$ cat src/rtl/mbist_resp_cmp.sv
// MBIST response analyser: compares RAM read data against the pattern generator's expected data,
// counts mismatches, logs the first failures in a poppable FIFO and reports done/pass.
module mbist_resp_cmp #(
    parameter int unsigned ADDR_W    = 8,
    parameter int unsigned DATA_W    = 4,
    parameter int unsigned RD_LAT    = 1,
    parameter int unsigned LOG_DEPTH = 4,
    parameter int unsigned CNT_W     = 8
) (
    input  logic              clk,
    input  logic              rst,
    input  logic              en_in,
    input  logic [ADDR_W-1:0] addr_in,
    input  logic [DATA_W-1:0] exp_dat_in,
    input  logic              w_en_in,
    input  logic              gen_done_in,
    input  logic [DATA_W-1:0] mem_dat_in,
    input  logic              log_pop_in,
    output logic              fail_out,
    output logic [CNT_W-1:0]  fail_cnt_out,
    output logic              log_valid_out,
    output logic [ADDR_W-1:0] log_addr_out,
    output logic [DATA_W-1:0] log_exp_out,
    output logic [DATA_W-1:0] log_got_out,
    output logic              log_ovf_out,
    output logic              done_out,
    output logic              pass_out
);

    localparam int unsigned PTR_W = (LOG_DEPTH > 1) ? $clog2(LOG_DEPTH) : 1;
    localparam int unsigned LAT_W = $clog2(RD_LAT + 1);
    localparam logic [PTR_W:0]   LOG_FULL   = (PTR_W + 1)'(LOG_DEPTH);
    localparam logic [LAT_W-1:0] DRAIN_LAST = LAT_W'(RD_LAT - 1);

    typedef enum logic [1:0] {StIdle, StRun, StDrain, StDone} state_e;

    state_e            state_q;
    logic [LAT_W-1:0]  drain_q;
    logic              fail_q, done_q, ovf_q, ovf_d;
    logic [CNT_W-1:0]  cnt_q;

    logic [RD_LAT-1:0] pipe_vld_q;
    logic [ADDR_W-1:0] pipe_addr_q [RD_LAT];
    logic [DATA_W-1:0] pipe_exp_q  [RD_LAT];

    logic [ADDR_W-1:0] log_addr_q [LOG_DEPTH];
    logic [DATA_W-1:0] log_exp_q  [LOG_DEPTH];
    logic [DATA_W-1:0] log_got_q  [LOG_DEPTH];
    logic [ADDR_W-1:0] log_addr_d [LOG_DEPTH];
    logic [DATA_W-1:0] log_exp_d  [LOG_DEPTH];
    logic [DATA_W-1:0] log_got_d  [LOG_DEPTH];
    logic [PTR_W-1:0]  wr_q, wr_d, rd_q, rd_d;
    logic [PTR_W:0]    lcnt_q, lcnt_d;
    logic [ADDR_W-1:0] head_addr_q, head_addr_d;
    logic [DATA_W-1:0] head_exp_q, head_exp_d, head_got_q, head_got_d;

    logic start, capture, flush, mis, pop, push;

    assign start   = (state_q == StIdle) && en_in;
    assign capture = (state_q == StRun) && en_in && !w_en_in;
    assign flush   = (state_q == StRun) && !en_in;
    assign mis     = pipe_vld_q[RD_LAT-1] && (mem_dat_in != pipe_exp_q[RD_LAT-1]);
    assign pop     = log_pop_in && (lcnt_q != '0);
    // A full log still accepts a mismatch when the head is popped in the same cycle.
    assign push    = mis && ((lcnt_q != LOG_FULL) || pop);

    always_comb begin
        log_addr_d = log_addr_q;
        log_exp_d  = log_exp_q;
        log_got_d  = log_got_q;
        wr_d       = wr_q;
        rd_d       = rd_q;
        lcnt_d     = lcnt_q;
        ovf_d      = ovf_q;
        if (start) begin
            wr_d   = '0;
            rd_d   = '0;
            lcnt_d = '0;
            ovf_d  = 1'b0;
        end else begin
            if (pop) rd_d = rd_q + 1'b1;
            if (push) begin
                log_addr_d[wr_q] = pipe_addr_q[RD_LAT-1];
                log_exp_d[wr_q]  = pipe_exp_q[RD_LAT-1];
                log_got_d[wr_q]  = mem_dat_in;
                wr_d             = wr_q + 1'b1;
            end else if (mis) begin
                ovf_d = 1'b1;
            end
            if (push && !pop) lcnt_d = lcnt_q + 1'b1;
            else if (pop && !push) lcnt_d = lcnt_q - 1'b1;
        end
        head_addr_d = '0;
        head_exp_d  = '0;
        head_got_d  = '0;
        if (lcnt_d != '0) begin
            head_addr_d = log_addr_d[rd_d];
            head_exp_d  = log_exp_d[rd_d];
            head_got_d  = log_got_d[rd_d];
        end
    end

    always_ff @(posedge clk or posedge rst) begin
        if (rst) begin
            state_q     <= StIdle;
            drain_q     <= '0;
            fail_q      <= 1'b0;
            done_q      <= 1'b0;
            ovf_q       <= 1'b0;
            cnt_q       <= '0;
            pipe_vld_q  <= '0;
            wr_q        <= '0;
            rd_q        <= '0;
            lcnt_q      <= '0;
            head_addr_q <= '0;
            head_exp_q  <= '0;
            head_got_q  <= '0;
            for (int i = 0; i < int'(RD_LAT); i++) begin
                pipe_addr_q[i] <= '0;
                pipe_exp_q[i]  <= '0;
            end
            for (int i = 0; i < int'(LOG_DEPTH); i++) begin
                log_addr_q[i] <= '0;
                log_exp_q[i]  <= '0;
                log_got_q[i]  <= '0;
            end
        end else begin
            pipe_vld_q[0]  <= capture;
            pipe_addr_q[0] <= addr_in;
            pipe_exp_q[0]  <= exp_dat_in;
            for (int i = 1; i < int'(RD_LAT); i++) begin
                pipe_vld_q[i]  <= pipe_vld_q[i-1];
                pipe_addr_q[i] <= pipe_addr_q[i-1];
                pipe_exp_q[i]  <= pipe_exp_q[i-1];
            end
            if (flush) pipe_vld_q <= '0;

            if (mis) begin
                fail_q <= 1'b1;
                if (cnt_q != '1) cnt_q <= cnt_q + 1'b1;
            end

            unique case (state_q)
                StIdle: if (en_in) begin
                    state_q <= StRun;
                    fail_q  <= 1'b0;
                    cnt_q   <= '0;
                    done_q  <= 1'b0;
                end
                StRun: if (!en_in) begin
                    state_q <= StIdle;
                end else if (gen_done_in) begin
                    state_q <= StDrain;
                    drain_q <= '0;
                end
                StDrain: if (drain_q == DRAIN_LAST) begin
                    state_q <= StDone;
                    done_q  <= 1'b1;
                end else begin
                    drain_q <= drain_q + 1'b1;
                end
                StDone: if (!en_in) state_q <= StIdle;
                default: state_q <= StIdle;
            endcase

            log_addr_q  <= log_addr_d;
            log_exp_q   <= log_exp_d;
            log_got_q   <= log_got_d;
            wr_q        <= wr_d;
            rd_q        <= rd_d;
            lcnt_q      <= lcnt_d;
            ovf_q       <= ovf_d;
            head_addr_q <= head_addr_d;
            head_exp_q  <= head_exp_d;
            head_got_q  <= head_got_d;
        end
    end

    assign fail_out      = fail_q;
    assign fail_cnt_out  = cnt_q;
    assign log_valid_out = (lcnt_q != '0);
    assign log_addr_out  = head_addr_q;
    assign log_exp_out   = head_exp_q;
    assign log_got_out   = head_got_q;
    assign log_ovf_out   = ovf_q;
    assign done_out      = done_q;
    assign pass_out      = done_q & ~fail_q;

endmodule

$ cat config.mk
export PLATFORM = sky130hd
export DESIGN_NAME = mbist_resp_cmp
export DESIGN_NICKNAME = d
export VERILOG_FILES = /design/src/rtl/mbist_resp_cmp.sv
export SDC_FILE = /design/constraint.sdc
export NUM_CORES = 1
export LEC_CHECK = 0
export CAP_MARGIN = 15
export CORE_MARGIN = 2
export CORE_UTILIZATION = 50
export DETAILED_ROUTE_END_ITERATION = 10
export PLACE_DENSITY = 0.75
export SLEW_MARGIN = 30
export SYNTH_ARGS = -nofsm -noshare
export SYNTH_HDL_FRONTEND = slang
export SYNTH_SLANG_ARGS = --single-unit
$ cat constraint.sdc
create_clock -name clk -period 5.95 [get_ports clk]
set_input_delay 1.19 -clock clk [delete_from_list [all_inputs] [get_ports clk]]
set_output_delay 1.19 -clock clk [all_outputs]
set_load 0.005 [all_outputs]
# Yosys cells after proc, flatten, opt, wreduce, memory -nomap -nowiden
# Index checks and enable logic that the tools add are counted.
word_totals:
  reg_bits: 114
  latch_bits: 0
  ramBits: 0
  romBits: 0
  out_inout_bits: 29
  memories: 0
op_classes:
  add_sub_neg: 6
  multipliers: 0
  div_mod_pow: 0
  order_cmp: 3
  n_eq_ne: 13
  n_shift: 0
  mux: 56
  bitwise_logic: 4
  reduce_logical: 26
op_table:
  columns: ["cell", "n"]
  rows:
  - ["16-bit two-way mux", 4]
  - ["32-bit two-way mux", 2]
  - ["8-bit two-way mux", 8]
  - ["16-bit bitwise mux", 2]
  - ["32-bit bitwise mux", 1]
  - ["4-bit two-way mux", 7]
  - ["2-bit two-way mux", 9]
  - ["4-bit binary-select mux with 2-bit select", 2]
  - ["8-bit binary-select mux with 2-bit select", 1]
  - ["8-bit demux with 2-bit select", 1]
  - ["1-bit two-way mux", 12]
  - ["2-bit != test (second input constant)", 6]
  - ["1-bit logical AND", 10]
  - ["3-bit two-way mux", 3]
  - ["8-bit by 1-bit adder with 8-bit output (second input constant)", 1]
  - ["4-bit demux with 2-bit select", 1]
  - ["8-bit != test (second input constant)", 1]
  - ["2-bit one-hot mux with 4 select lines", 1]
  - ["2-bit nonzero test", 4]
  - ["3-bit greater-or-equal comparator (second input constant)", 2]
  - ["3-bit != test (second input constant)", 2]
  - ["2-bit NOT with 3-bit output", 2]
  - ["3-bit AND reduction", 2]
  - ["3-bit nonzero test", 2]
  - ["other kinds (16)", 22]

# Depth between registers and ports, before layout
# Gate-level depths: netlist of the first run.
depth:
  ltp_word: 12
  ltp_mapped: 11
  mapped_depth_nobuf: 10

# Least setup slack after synthesis of the first run
# OpenSTA, ideal clock, no wires.
synth_path:
  path_type: "input port to flip-flop"
  from: "input port mem_dat_in[3]"
  to: "register log_addr_q[22] (netlist name)"
  arrival_time_ps: 2832
  required_ps: 5825
  slack_ps: 2993
  cell_stages: 8
  n_path_buf: 2
  path_cell_list: "xor2_1 o41ai_4 or3_1 buf_6 inv_2 nand2_4 buf_6 mux2_2"
synth_lines:
  columns: ["element", "line", "text"]
  rows:
  - ["start: declaration", "17", "input logic [DATA_W-1:0] mem_dat_in,"]
  - ["end signal: assignment", "166", "log_addr_q <= log_addr_d;"]
  - ["end: declaration", "46", "logic [ADDR_W-1:0] log_addr_q [LOG_DEPTH];"]

# Worst setup path in the final report of the first run
layout_path:
  from: "register lcnt_q[0]"
  to: "output port log_valid_out"
layout_between:
  elab_chain_cells: 1
layout_lines:
  columns: ["element", "line", "text"]
  rows:
  - ["start: declaration", "53", "logic [PTR_W:0] lcnt_q, lcnt_d;"]
  - ["start signal: assignment", "171", "lcnt_q <= lcnt_d;"]
  - ["3-bit nonzero test", "181", "assign log_valid_out = (lcnt_q != '0);"]
  - ["end: declaration", "21", "output logic log_valid_out,"]
# No other way between the ends.

==> results of run 1 <==
[metrics by stage]
step                utilization (%)  worst slack [ns]
floorplan                         -              1.77
global placement               57.5              1.94
detailed placement             57.5              1.78
CTS                            62.5              2.26
global route                   62.6              2.35
finish                         62.6              2.46
[sequential cells by signal, indices dropped and copies added (netlist names), 3 cells and up, named ones only]
name	cells
log_addr_q	32
log_exp_q	16
log_got_q	16
fail_cnt_out	8
log_addr_out	8
pipe_addr_q	8
log_exp_out	4
log_got_out	4
pipe_exp_q	4
lcnt_q	3
[layer usage]
layer  part of all wire, %  global-route usage [%]
met5                     0                       0
met3                   6.2                    6.87
met4                   2.0                    10.8
met1                    43                    28.5
met2                    49                    36.8
[cells in the mapped netlist, types with 3 or more instances]
cell type / instances / share of area (%)
sky130_fd_sc_hd__o31ai_1: 16 / 2.2
sky130_fd_sc_hd__ha_1: 8 / 1.9
sky130_fd_sc_hd__o21a_1: 17 / 2.4
sky130_fd_sc_hd__a211oi_1: 17 / 2.4
sky130_fd_sc_hd__dfrtp_1: 113 / 52
sky130_fd_sc_hd__clkbuf_1: 12 / 0.83
sky130_fd_sc_hd__nor4_1: 17 / 2.0
sky130_fd_sc_hd__nor2_1: 36 / 2.5
sky130_fd_sc_hd__o21ai_0: 8 / 0.74
sky130_fd_sc_hd__nand2_1: 11 / 0.76
sky130_fd_sc_hd__mux2_4: 3 / 0.83
sky130_fd_sc_hd__nand3_1: 6 / 0.56
sky130_fd_sc_hd__inv_1: 13 / 0.90
sky130_fd_sc_hd__mux2i_1: 3 / 0.56
sky130_fd_sc_hd__mux2_2: 62 / 13
sky130_fd_sc_hd__nor3_1: 70 / 6.5
sky130_fd_sc_hd__xor2_1: 8 / 1.3
sky130_fd_sc_hd__buf_6: 7 / 1.5
sky130_fd_sc_hd__a21oi_1: 9 / 0.83
sky130_fd_sc_hd__buf_2: 10 / 0.93
[cell families (layout without fill, tap and decap cells)]
family	Yosys count	count (layout)	synth area share, %
buffers and inverters	44	104	4.33
multiplexers	68	68	14.3
AO/OA/AOI/OAI	77	77	10.5
AND/OR/NAND/NOR	157	157	14.8
XOR/XNOR	11	11	1.92
flip-flops	113	113	52.3
adder cells (fa/ha/maj)	8	8	1.85
[power groups by stage]
stage / registers [uW] / clock network, uW / logic (uW)
2_1_floorplan: 1140 / 0 / 867
3_3_place_gp: 1170 / 0 / 1150
3_5_place_dp: 1180 / 0 / 1200
4_1_cts: 1170 / 899 / 1220
5_1_grt: 1200 / 941 / 1340
6_report: 1170 / 894 / 1230
[cell type report]
class / instances / area, um2 / share of cell area (%)
multi-input combinational: 321 / 2370 / 36.4
clock inverter: 5 / 27.5 / 0.422
clock buffer: 26 / 498 / 7.64
tap: 136 / 170 / 2.61
sequential: 113 / 2830 / 43.4
timing repair buffer: 59 / 568 / 8.71
inverter: 14 / 55.1 / 0.845
[worst min path at each step]
stage                         from              to  cells after the start
floorplan                     flop      pipe_vld_q                      1
global placement       log_ovf_out     log_ovf_out                      2
detailed placement    log_got_q[8]    log_got_q[8]                      1
CTS                   log_exp_q[8]    log_exp_q[8]                      1
global route        log_addr_q[31]  log_addr_q[31]                      1
finish                log_exp_q[8]    log_exp_q[8]                      1
[placed cells by master, fill, tap and decap left out, types with 2 or more instances in the layout]
cell / synthesis / routed
sky130_fd_sc_hd__clkdlybuf4s50_1: 0 / 50
sky130_fd_sc_hd__nor3_1: 70 / 70
sky130_fd_sc_hd__a211oi_1: 17 / 17
sky130_fd_sc_hd__xnor2_1: 2 / 2
sky130_fd_sc_hd__nand4_1: 2 / 2
sky130_fd_sc_hd__dfrtp_1: 113 / 113
sky130_fd_sc_hd__o31ai_1: 16 / 16
sky130_fd_sc_hd__nand2b_1: 2 / 2
sky130_fd_sc_hd__mux2_2: 62 / 62
sky130_fd_sc_hd__nand2_1: 11 / 11
sky130_fd_sc_hd__nand3_1: 6 / 6
sky130_fd_sc_hd__buf_4: 1 / 9
sky130_fd_sc_hd__and3_1: 2 / 2
sky130_fd_sc_hd__o21ai_0: 8 / 8
sky130_fd_sc_hd__mux2_4: 3 / 3
sky130_fd_sc_hd__clkbuf_16: 0 / 16
sky130_fd_sc_hd__nand2_4: 2 / 2
sky130_fd_sc_hd__inv_1: 13 / 11
sky130_fd_sc_hd__a21oi_1: 9 / 9
sky130_fd_sc_hd__xor2_1: 8 / 8
sky130_fd_sc_hd__clkbuf_8: 0 / 6
sky130_fd_sc_hd__o21ai_2: 1 / 2
sky130_fd_sc_hd__a31oi_1: 2 / 2
sky130_fd_sc_hd__ha_1: 8 / 8
sky130_fd_sc_hd__nor2_1: 36 / 34
sky130_fd_sc_hd__clkbuf_1: 12 / 4
sky130_fd_sc_hd__o21a_1: 17 / 17
sky130_fd_sc_hd__inv_2: 1 / 2
sky130_fd_sc_hd__clkinv_2: 0 / 4
sky130_fd_sc_hd__nand3b_1: 2 / 2
sky130_fd_sc_hd__mux2i_1: 3 / 3
sky130_fd_sc_hd__nor4_1: 17 / 17
sky130_fd_sc_hd__nor2_4: 0 / 2
==> metrics.txt, run 1 <==
startpoint types flop; number of antenna violations at the first check in global routing 0; cell with the largest stage delay on the worst path sky130_fd_sc_hd__clkdlybuf4s50_1; switching power 1130 uW; power density cells 505 mW/mm2; Post-Synthesis Cells 478; global routing usage summed across all routing layers 22.9%; Critical Path, Cell by Cell inv_1, ha_1, nor2b_2, inv_1, clkdlybuf4s50_1; Clock Path Buffers 2; final-report hold violation count 0; cell occurring most often along the worst timing path sky130_fd_sc_hd__inv_1; overall overflow remaining after global route 0; Total Neg Setup Slack 0 ns; Gates resized, CTS repair 0; Die Footprint 0.0117 mm2; worst reg2reg path endpoint log_addr_out[7]; type of the worst setup path reg -> out; Routability Congestion 0.779; normalized max-slew margin 36.8%; post-route design area 0.00652 mm2; Pwr Total 3290 uW; # port buffers 50; instance count on the critical path 5; wire length of the first global-routing pass 20.4 mm; capturing instance or port of the critical path log_valid_out; clock-pin slew on the worst setup and hold paths 0.06 ns; Worst Setup End Kind output pin; signal arrival time at the worst endpoint 2.30 ns; Post-CTS Hold Buffers 0; Syn-to-layout area delta 20.6%; count of standard-cell rows 37; vertical die dimension 108 um; Data required, critical path 4.76 ns; count of pins on the block boundary 51; number of global-route vias before repair 4,186; count of fill cells added during filler insertion 820; Cell Area, Synth 0.00541 mm2; core region area 0.0104 mm2; final clock skew 0.00804 ns; gate family responsible for the most delay along the worst path buffers and inverters; actual slew at the worst max-slew pin 0.945 ns; buffer cell driving the clock tree root sky130_fd_sc_hd__clkbuf_8; Setup-failing EPs final 0; number of buffers and inverters on the critical path 3; Most used DFF post-synth sky130_fd_sc_hd__dfrtp_1; Post-synth EDFFs 0; routed via count 4,042; post-route fraction of the period consumed by the critical path 58.7%; Reg2Reg Setup Slack 2.81 ns; max-cap violation count 0; number of search-and-repair iterations in the first detailed-routing pass 4; sequential fraction of the synthesis area 52.3%; count of pins over their slew limit 0; shortest period the worst path allows 3.49 ns; unrepaired setup endpoints after global routing false; final routed wire length divided by cell count 18.4 um; FF-to-FF path depth 11; drc violations 0; Worst-Skew Late Latency 0.52 ns; starting density of the core 51.9%; post-CTS setup buffer count 0; result of the run complete, no violations; CTS tree built; warnings from Yosys 0; vias per cell 6.00; antenna-violating nets left 0; mean post-synth cell area 11.3 um2; Crit Reg-Reg Startpoint lcnt_q[0]; Hold WS 0.506 ns; Sinks on Clock Net 113; total wire length 12.4 mm; first-iteration detailed-routing DRC count 316; switching share of total power 34.4%; HPWL after detailed placement 7.46 mm; number of nets in the synthesized netlist 508; Worst path max stage delay 0.48 ns; CTS H-Tree Depth 4; Unique masters post-synth 45; Placed Instances 643; maximum number of pins on one net before global-route repair 60; maximum achievable frequency 0.286 GHz; Final #Nets 556; combinational group share of total power 37.4%; Reg power frac 35.5%; maximum fanout along the worst path 7; cell leakage power 0.00289 uW; worst setup path startpoint lcnt_q[0]; class of the tightest hold or removal check reg -> reg; #FFs+latches synth 113; die width 108 um; fraction of registers with async set/reset 100%; placed instance area 0.00598 mm2; share of layout cells above drive strength 1 21.7%; Inserted Diodes 0; cell internal power dissipation 2160 uW; Inserted Clock Buffers 17; Finished Layout Cells 674; worst IR drop on VDD 0.000260 V; relative contribution of the clock network to total power 27.1%
(Power assumes the default switching activity.)
==> inputs of run 2 (changes only) <==
--- a/config.mk
+++ b/config.mk
@@ -9,7 +9,7 @@
 export CORE_MARGIN = 2
 export CORE_UTILIZATION = 50
 export DETAILED_ROUTE_END_ITERATION = 10
-export PLACE_DENSITY = 0.75
+export PLACE_DENSITY = 0.78
 export SLEW_MARGIN = 30
 export SYNTH_ARGS = -nofsm -noshare
 export SYNTH_HDL_FRONTEND = slang
==> constraint.sdc (replaced) <==
create_clock -name clk -period 3.19 [get_ports clk]
set_input_delay 0.638 -clock clk [delete_from_list [all_inputs] [get_ports clk]]
set_output_delay 0.638 -clock clk [all_outputs]
set_load 0.005 [all_outputs]
==> run 2 against run 1 <==
Compared with the run above:
- routed wire length increased by 4.4%
- first-iteration DRC count increased by 6.3%
- via count increased by 2.2%
- design area increased by 4.3%
- register-to-register slack got worse by 2.4 ns
- worst hold slack got worse by 0.0022 ns
- sequential share of layout area decreased by 1.8 points
- utilization increased by 2.7 points
- critical path depth unchanged
- global-route usage increased by 0.86 points
- non-clock buffer count increased by 16
- worst setup slack got worse by 2.2 ns
- largest cell class unchanged
- highest routed layer unchanged
==> metrics.txt, run 2 (same netlist as run 1, synthesis figures left out) <==
result of the run complete, no violations; Setup-failing EPs final 0; # port buffers 50; Gates resized, CTS repair 0; worst IR drop on VDD 0.000522 V; commonest cells after routing, fill and taps aside 113 x sky130_fd_sc_hd__dfrtp_1, 70 x sky130_fd_sc_hd__nor3_1, 62 x sky130_fd_sc_hd__mux2_2; vias per cell 5.98; relative contribution of the clock network to total power 31.2%; global routing usage summed across all routing layers 23.8%; Pwr Total 6710 uW; die width 108 um; area of the multi-input gates 0.00235 mm2; cell internal power dissipation 4550 uW; number of search-and-repair iterations in the first detailed-routing pass 5; Reg power frac 32.6%; antenna-violating nets left 0; routed via count 4,132; final routed wire length divided by cell count 18.7 um; maximum achievable frequency 0.342 GHz; Clock Path Buffers 2; normalized max-slew margin 60.0%; Inserted Clock Buffers 17; Worst Setup End Kind output pin; type of the worst setup path reg -> out; Total Neg Setup Slack 0 ns; Worst-Skew Late Latency 0.52 ns; CTS H-Tree Depth 4; Sequential Area 0.00283 mm2; utilization after layout 65.3%; drc violations 0; Routability Congestion 0.857; shortest period the worst path allows 2.92 ns; Syn-to-layout area delta 25.8%; number of global-route vias before repair 4,254; count of pins on the block boundary 51; number of antenna violations at the first check in global routing 0; maximum number of pins on one net before global-route repair 91; post-route design area 0.00680 mm2; starting density of the core 51.9%; power density cells 986 mW/mm2; wire length of the first global-routing pass 21.2 mm; switching share of total power 32.2%; actual slew at the worst max-slew pin 0.597 ns; Post-CTS Hold Buffers 0; placed instance area 0.00615 mm2; largest reg by FF count log_addr_q; count of fill cells added during filler insertion 761; total wire length 12.9 mm; first-iteration detailed-routing DRC count 336; Inserted Diodes 0; flip-flop count of the largest register after layout 32; post-route fraction of the period consumed by the critical path 91.6%; count of pins over their slew limit 0; switching power 2160 uW; registers with the most flip-flops log_addr_q x32, log_exp_q x16, log_got_q x16; share of layout cells above drive strength 1 24.5%; final-report hold violation count 0; core region area 0.0104 mm2; unrepaired setup endpoints after global routing false; leading cell type in the layout, fill and taps excluded sky130_fd_sc_hd__dfrtp_1; final clock skew 0.00512 ns; Final #Nets 572; maximum fanout along the worst path 7; CTS tree built; max-cap violation count 0; class of the tightest hold or removal check reg -> reg; combinational group share of total power 36.1%; count of standard-cell rows 37; Data required, critical path 2.55 ns; startpoint types flop; Sinks on Clock Net 113; clock-pin slew on the worst setup and hold paths 0.05 ns; Die Footprint 0.0117 mm2; cell leakage power 0.00305 uW; signal arrival time at the worst endpoint 2.28 ns; vertical die dimension 108 um; overall overflow remaining after global route 0; buffer cell driving the clock tree root sky130_fd_sc_hd__clkbuf_8; Hold WS 0.504 ns; post-CTS setup buffer count 0; HPWL after detailed placement 7.77 mm
==> run 2: layer usage <==
metal  share of wire (%)  track usage [%]
met5                   0                0
met2                  49             38.0
met4                 2.4             10.7
met1                  42             30.3
met3                 6.4             6.57
==> run 2: path summary, 6_finish.rpt <==
check                      slack, ns          start  cells after the start         endpoint
max                             0.27      lcnt_q[0]                      5    log_valid_out
min                             0.50  log_got_q[11]                      1    log_got_q[11]
max reg2reg                     0.44      lcnt_q[0]                     11  log_addr_out[1]
min reg2reg                     0.50  log_got_q[11]                      1    log_got_q[11]
max in group asynchronous       1.83            rst                      3  log_addr_out[6]
min in group asynchronous       0.52            rst                      2     log_got_q[7]
==> run 2: final cells by class <==
cell class,count,share of cell area (%)
well taps,136,2.50
inverters,14,0.828
flip-flops and latches,113,41.6
clock inverters,12,3.09
multi-input cells,321,34.6
clock buffers,20,6.55
repair buffers,75,10.9
==> run 2: power groups by stage <==
| stage | Sequential [uW] | Clock (uW) | Combinational, uW |
|---|---|---|---|
| 6_report | 2190 | 2100 | 2420 |
| 5_1_grt | 2240 | 2200 | 2630 |
| 4_1_cts | 2180 | 2120 | 2410 |
| 3_5_place_dp | 2190 | 0 | 2370 |
| 3_3_place_gp | 2170 | 0 | 2290 |
| 2_1_floorplan | 2130 | 0 | 1620 |
==> run 2: worst max-delay path: stages (launching register included) <==
cell and delay (ns):
sky130_fd_sc_hd__dfrtp_1 0.42, sky130_fd_sc_hd__inv_1 0.10, sky130_fd_sc_hd__ha_1 0.27, sky130_fd_sc_hd__nor2b_2 0.32, sky130_fd_sc_hd__inv_1 0.17, sky130_fd_sc_hd__clkdlybuf4s50_1 0.48
==> run 2: metrics by stage <==
step                      setup WS [ns]  instances
after floorplan                   0.785        478
after global placement            0.281        659
after detailed placement          0.194        659
after CTS                         0.261        691
after global routing             0.0995        691
final                             0.267        691
==> inputs of run 3 (changes only) <==
--- a/config.mk
+++ b/config.mk
@@ -10,7 +10,7 @@
 export CORE_UTILIZATION = 50
 export DETAILED_ROUTE_END_ITERATION = 10
 export PLACE_DENSITY = 0.78
-export SLEW_MARGIN = 30
+export SLEW_MARGIN = 40
 export SYNTH_ARGS = -nofsm -noshare
 export SYNTH_HDL_FRONTEND = slang
 export SYNTH_SLANG_ARGS = --single-unit
==> results of run 3 <==
Same layout as run 2: the final DEF is identical, and so are final timing and power.
